[src/rtl/audio_mixer.sv]
// Fixed-rate registered audio mixer feeding audio_out: per-source attenuation,
// saturating sum with sticky clip flag, speaker idle suppression and a mute gain ramp.
module audio_mixer #(
  parameter int          CLOCK_SPEED_HZ       = 27_000_000,
  parameter int          SAMPLE_RATE          = 44100,
  parameter int          SPEAKER_IDLE_SAMPLES = 2048,
  parameter logic [15:0] SPEAKER_LEVEL        = 16'h2000
) (
  input  logic        clk,
  input  logic        reset,
  input  logic [15:0] ssp_audio_i,
  input  logic [9:0]  mb_audio_l_i,
  input  logic [9:0]  mb_audio_r_i,
  input  logic        speaker_i,
  input  logic        speaker_enable_i,
  input  logic [2:0]  ssp_shift_i,
  input  logic [2:0]  mb_shift_i,
  input  logic        mute_i,
  input  logic        clip_clear_i,
  output logic [15:0] audio_l_o,
  output logic [15:0] audio_r_o,
  output logic        sample_valid_o,
  output logic        clip_o
);

  // DIV must be at least 4 so consecutive samples never overlap in the pipeline.
  localparam int DIV    = CLOCK_SPEED_HZ / SAMPLE_RATE;
  localparam int CNT_W  = $clog2(DIV);
  localparam int IDLE_W = $clog2(SPEAKER_IDLE_SAMPLES + 1);

  localparam logic [CNT_W-1:0]  CNT_LAST   = CNT_W'(DIV - 1);
  localparam logic [IDLE_W-1:0] IDLE_LIMIT = IDLE_W'(SPEAKER_IDLE_SAMPLES);
  localparam logic [8:0]        GAIN_UNITY = 9'd256;

  logic [CNT_W-1:0] tick_cnt;
  logic             tick;

  assign tick = (tick_cnt == CNT_LAST);

  always_ff @(posedge clk) begin
    // NOTE: registers use non-blocking assignment so every flop samples
    // pre-edge values regardless of statement order.
    if (reset)     tick_cnt <= '0;
    else if (tick) tick_cnt <= '0;
    else           tick_cnt <= tick_cnt + 1'b1;
  end

  logic              speaker_prev;
  logic [IDLE_W-1:0] idle_cnt;
  logic              spk_edge;
  logic [15:0]       spk_term;

  assign spk_edge = speaker_i ^ speaker_prev;
  assign spk_term = (speaker_prev && speaker_enable_i && (idle_cnt < IDLE_LIMIT))
                    ? SPEAKER_LEVEL : 16'h0000;

  // A parked speaker line holds a DC offset; silence it once edges stop.
  always_ff @(posedge clk) begin
    if (reset) begin
      speaker_prev <= 1'b0;
      idle_cnt     <= IDLE_LIMIT;
    end else begin
      speaker_prev <= speaker_i;
      if (spk_edge)                          idle_cnt <= '0;
      else if (tick && idle_cnt < IDLE_LIMIT) idle_cnt <= idle_cnt + 1'b1;
    end
  end

  logic        s1_valid;
  logic [15:0] s1_ssp;
  logic [14:0] s1_mb_l;
  logic [14:0] s1_mb_r;
  logic [15:0] s1_spk;

  always_ff @(posedge clk) begin
    if (reset) begin
      s1_valid <= 1'b0;
      s1_ssp   <= '0;
      s1_mb_l  <= '0;
      s1_mb_r  <= '0;
      s1_spk   <= '0;
    end else begin
      s1_valid <= tick;
      if (tick) begin
        s1_ssp  <= ssp_audio_i >> ssp_shift_i;
        s1_mb_l <= {mb_audio_l_i, 5'b0} >> mb_shift_i;
        s1_mb_r <= {mb_audio_r_i, 5'b0} >> mb_shift_i;
        s1_spk  <= spk_term;
      end
    end
  end

  logic [17:0] sum_l;
  logic [17:0] sum_r;
  logic        sat_l;
  logic        sat_r;

  assign sum_l = 18'(s1_ssp) + 18'(s1_mb_l) + 18'(s1_spk);
  assign sum_r = 18'(s1_ssp) + 18'(s1_mb_r) + 18'(s1_spk);
  assign sat_l = |sum_l[17:16];
  assign sat_r = |sum_r[17:16];

  logic        s2_valid;
  logic [15:0] s2_sum_l;
  logic [15:0] s2_sum_r;

  always_ff @(posedge clk) begin
    if (reset) begin
      s2_valid <= 1'b0;
      s2_sum_l <= '0;
      s2_sum_r <= '0;
      clip_o   <= 1'b0;
    end else begin
      s2_valid <= s1_valid;
      if (s1_valid) begin
        s2_sum_l <= sat_l ? 16'hFFFF : sum_l[15:0];
        s2_sum_r <= sat_r ? 16'hFFFF : sum_r[15:0];
      end
      // A saturation in the same cycle as a clear must stay visible.
      if (s1_valid && (sat_l || sat_r)) clip_o <= 1'b1;
      else if (clip_clear_i)            clip_o <= 1'b0;
    end
  end

  logic [8:0] gain;

  always_ff @(posedge clk) begin
    if (reset) begin
      audio_l_o      <= '0;
      audio_r_o      <= '0;
      sample_valid_o <= 1'b0;
      gain           <= '0;
    end else begin
      sample_valid_o <= s2_valid;
      if (s2_valid) begin
        audio_l_o <= 16'((25'(s2_sum_l) * 25'(gain)) >> 8);
        audio_r_o <= 16'((25'(s2_sum_r) * 25'(gain)) >> 8);
        // One gain step per sample gives a click-free 256-sample ramp.
        if (mute_i && gain != 9'd0)              gain <= gain - 1'b1;
        else if (!mute_i && gain != GAIN_UNITY)  gain <= gain + 1'b1;
      end
    end
  end

endmodule

[config.mk]
export PLATFORM = sky130hd
export DESIGN_NAME = audio_mixer
export DESIGN_NICKNAME = d
export VERILOG_FILES = /design/src/rtl/audio_mixer.sv
export SDC_FILE = /design/constraint.sdc
export NUM_CORES = 1
export LEC_CHECK = 0
export CAP_MARGIN = 20
export CORE_MARGIN = 4
export CORE_UTILIZATION = 30
export DETAILED_ROUTE_END_ITERATION = 8
export PLACE_DENSITY = 0.54
export SLEW_MARGIN = 20
export SYNTH_ARGS = -nofsm -noshare
export SYNTH_HDL_FRONTEND = slang
export SYNTH_SLANG_ARGS = --single-unit
[constraint.sdc]
create_clock -name clk -period 6.65 [get_ports clk]
set_input_delay 0.9975 -clock clk [delete_from_list [all_inputs] [get_ports clk]]
set_output_delay 0.9975 -clock clk [all_outputs]
set_load 0.05 [all_outputs]
==> qor.txt <==
Root Buffer: clkbuf_16
Final setup vio count: 0
Die width: 246 um
Nets: 2366
Post-synth EDFFs: 0
Final hold vios: 0
Clock skew: 0.0128 ns
Wire length per cell: 15.4 um
Core Area: 55500 um2
Port bufs: 81
Post-route insts no fill: 2735
Distinct cell type count after synthesis: 80
Internal: 1450 uW
Met2 wire length: 18100 um
Largest area contributor in the netlist: fa_1
Status: complete, no violations
Post-Syn Area: 16900 um2
Slew headroom: 0.315
DR vias: 13.2k
CTS tree: built
Pre-CTS setup slack: 1.18 ns
Top_reg_cell synth: dfxtp_1
Routability cong.: 0.804
Worst Tran Pin Value: 1.02 ns
Ys Warns: 0
Post-synthesis mux area share: 0.0448
Leakage: 0.00870 uW
Compound-Gate Fraction of Synth Area: 0.133
Gr usage total: 0.143
Synth area leaders: fa_1, dfxtp_1, ha_1
Critical Path RT: 7.01 ns
Initial drt markers: 713
Register Area: 2940 um2
DP Cell Count: 2703
First-pass GRT wire length: 70700 um
Crit path buffers/inverters: 4
Final WS setup: 1.10 ns
Yosys reg bits: 147
Initial antenna violation count: 0
Fmax: 0.180 GHz
Simple-gate area share of the yosys netlist: 0.185
Inserted Clock Buffers: 17
Total negative slack: 0 ns
Die Span Y: 246 um
Setup crit end kind: flip-flop
Most used cell, CP: fa_1
Logic pwr share: 0.065
Syn Nets: 2364
TritonRoute pass-1 iters: 5
Maximum vdd drop: 192 uV
Top-count cell post-synth: inv_1
Max Cap Viol: 0
Metal-1 WL: 21800 um
Worst Path Arrival: 5.91 ns
H-Tree Depth: 4
TritonCTS Sinks: 147
Yosys top cell area share: 0.235
GRT Residual Overflow: 0
Crit-path max cell delay: 0.82 ns
Clk buf depth: 2
ANT cells: 0
Multi-input gate area: 12600 um2
Sequential-to-total area share from yosys stat: 0.174
Top Metal Used: met4
# fillers: 5843
Share of cells above drive strength 1: 0.0428
DR DRC count: 0
Ys async rst share: 0
Psw: 566 uW
Hold Buf Count CTS: 0
Insertion delay of the later-clocked pin in the worst-skew pair: 0.47 ns
Post-DP HPWL: 33700 um
Final instance area: 18900 um2
Switching share of power: 0.281
Hold WC Path Type: flip-flop to flip-flop
Layout area overhead: 11.9%
Maximum number of pins on one net before global-route repair: 65
# resized after CTS: 0
Synth Area in Adders: 0.343
Initial core utilization: 0.305
RSZ-0062 raised after global routing: false
CTS clk-pin slew, worst paths: 0.07 ns
Die Area: 60300 um2
Slowest cell on the critical path: dfxtp_1
Tmin final: 5.55 ns
Clock share of power: 0.495
Post-CTS setup buffer count: 0
Post-Synthesis Cells: 1972
Placed cell areas: 18400 um2
Standard-cell rows: 86
Category of the most critical setup path: flip-flop to flip-flop
Seq pwr share: 0.440
Syn_area_per_cell: 8.58 um2
Crit path launch type: flip-flop
Largest family of logic cells by synthesized area: adder cells
Detail Route Antenna Nets: 0
WL final: 42200 um
Post-synthesis xor/xnor area fraction: 0.0368
Part of the cycle the worst path needs: 0.835
Final max-slew violation count: 0
CP Cell Sequence: buf_4 > nand2_1 > fa_1 > inv_1 > fa_1 > fa_1 > inv_1 > fa_1 > inv_1 > ha_1 > nand4_1 > a2111oi_0 > o22ai_2 > a21boi_1 > o21ai_0 > a32o_1
WL met3: 1770 um
CP top delay family: adder cells
Power Density: 106 nW/um2
I/O pin total: 82
Most instantiated cells after synthesis: inv_1, nand2_1, fa_1, dfxtp_1
CP Max Fanout: 22
Vias/cell: 4.82
Vias in the first global route: 13.3k
[power by group through the flow]
stage	clock network (uW)	registers (uW)	logic, uW
4_1_cts	1030	885	133
5_1_grt	1060	885	146
3_3_place_gp	0	905	131
3_5_place_dp	0	905	132
2_1_floorplan	0	905	79.6
6_report	996	885	132
[sequential cells by signal, summed over array words and instances, names as in the netlist, 10 cells and up]
register   count
s1_ssp        16
audio_l_o     16
s1_mb_r       15
s2_sum_l      16
audio_r_o     16
s1_mb_l       15
s2_sum_r      16
idle_cnt      12
tick_cnt      10
[metal layers]
metal / track usage / up-vias
li1: - / 6546
met1: 0.213 / 6313
met2: 0.218 / 291
met3: 0.0243 / 35
met4: 0.0284 / 0
met5: 0 / -
[worst min-delay path, cell delays in order (launching register included)]
cell and delay [ns]:
dfxtp_1 0.32, nand2_1 0.04, o21ai_0 0.05
[path summary, 6_finish.rpt]
check | from | end | slack, ns | depth (start not counted)
min reg2reg | audio_r_o[7] | audio_r_o[7] | 0.45 | 2
max reg2reg | gain[1] | audio_l_o[10] | 1.10 | 16
min | audio_r_o[7] | audio_r_o[7] | 0.45 | 2
max | gain[1] | audio_l_o[10] | 1.10 | 16
[through the flow]
stage / power (uW) / hold WS, ns / util
after global routing: 2090 / 0.478 / 0.341
after CTS: 2050 / 0.457 / 0.341
after floorplan: 984 / 0.430 / -
after detailed placement: 1040 / 0.441 / 0.331
after global placement: 1040 / 0.437 / 0.331
final: 2010 / 0.451 / 0.341
[cells in the final DEF, fill, tap and decap left out, types with 7 or more instances in the layout]
| master | n |
|---|---|
| inv_1 | 259 |
| nand2_1 | 239 |
| fa_1 | 199 |
| dfxtp_1 | 146 |
| ha_1 | 145 |
| and2_1 | 143 |
| nor2_1 | 143 |
| clkdlybuf4s50_1 | 80 |
| a21oi_1 | 65 |
| o21ai_0 | 55 |
| a211oi_1 | 48 |
| mux2i_1 | 42 |
| xnor2_1 | 33 |
| xor2_1 | 33 |
| nand3_1 | 29 |
| a311oi_1 | 25 |
| a21o_1 | 24 |
| nor3_1 | 22 |
| clkbuf_16 | 17 |
| buf_4 | 16 |
| or3_1 | 14 |
| mux4_2 | 12 |
| nand2b_1 | 11 |
| a31oi_1 | 11 |
| and3_1 | 9 |
| o211ai_1 | 9 |
| a22o_1 | 7 |
| inv_8 | 7 |
[logic make-up (layout without fill, tap and decap cells)]
logic type / count (synthesis) / after routing
buf+inv: 373 / 388
flops: 147 / 147
compound gates: 324 / 324
mux: 60 / 60
fa+ha+maj: 344 / 344
simple gates: 656 / 656
xor+xnor: 68 / 68
[area by class of cell]
class                   count  area share
multi-input cells        1452       0.664
clock buffers              17      0.0225
inverters                 260      0.0515
clock inverters            15     0.00845
repair buffers             96      0.0486
flip-flops and latches    147       0.155
well taps                 748      0.0494
Power figures use the tool's default switching activity.
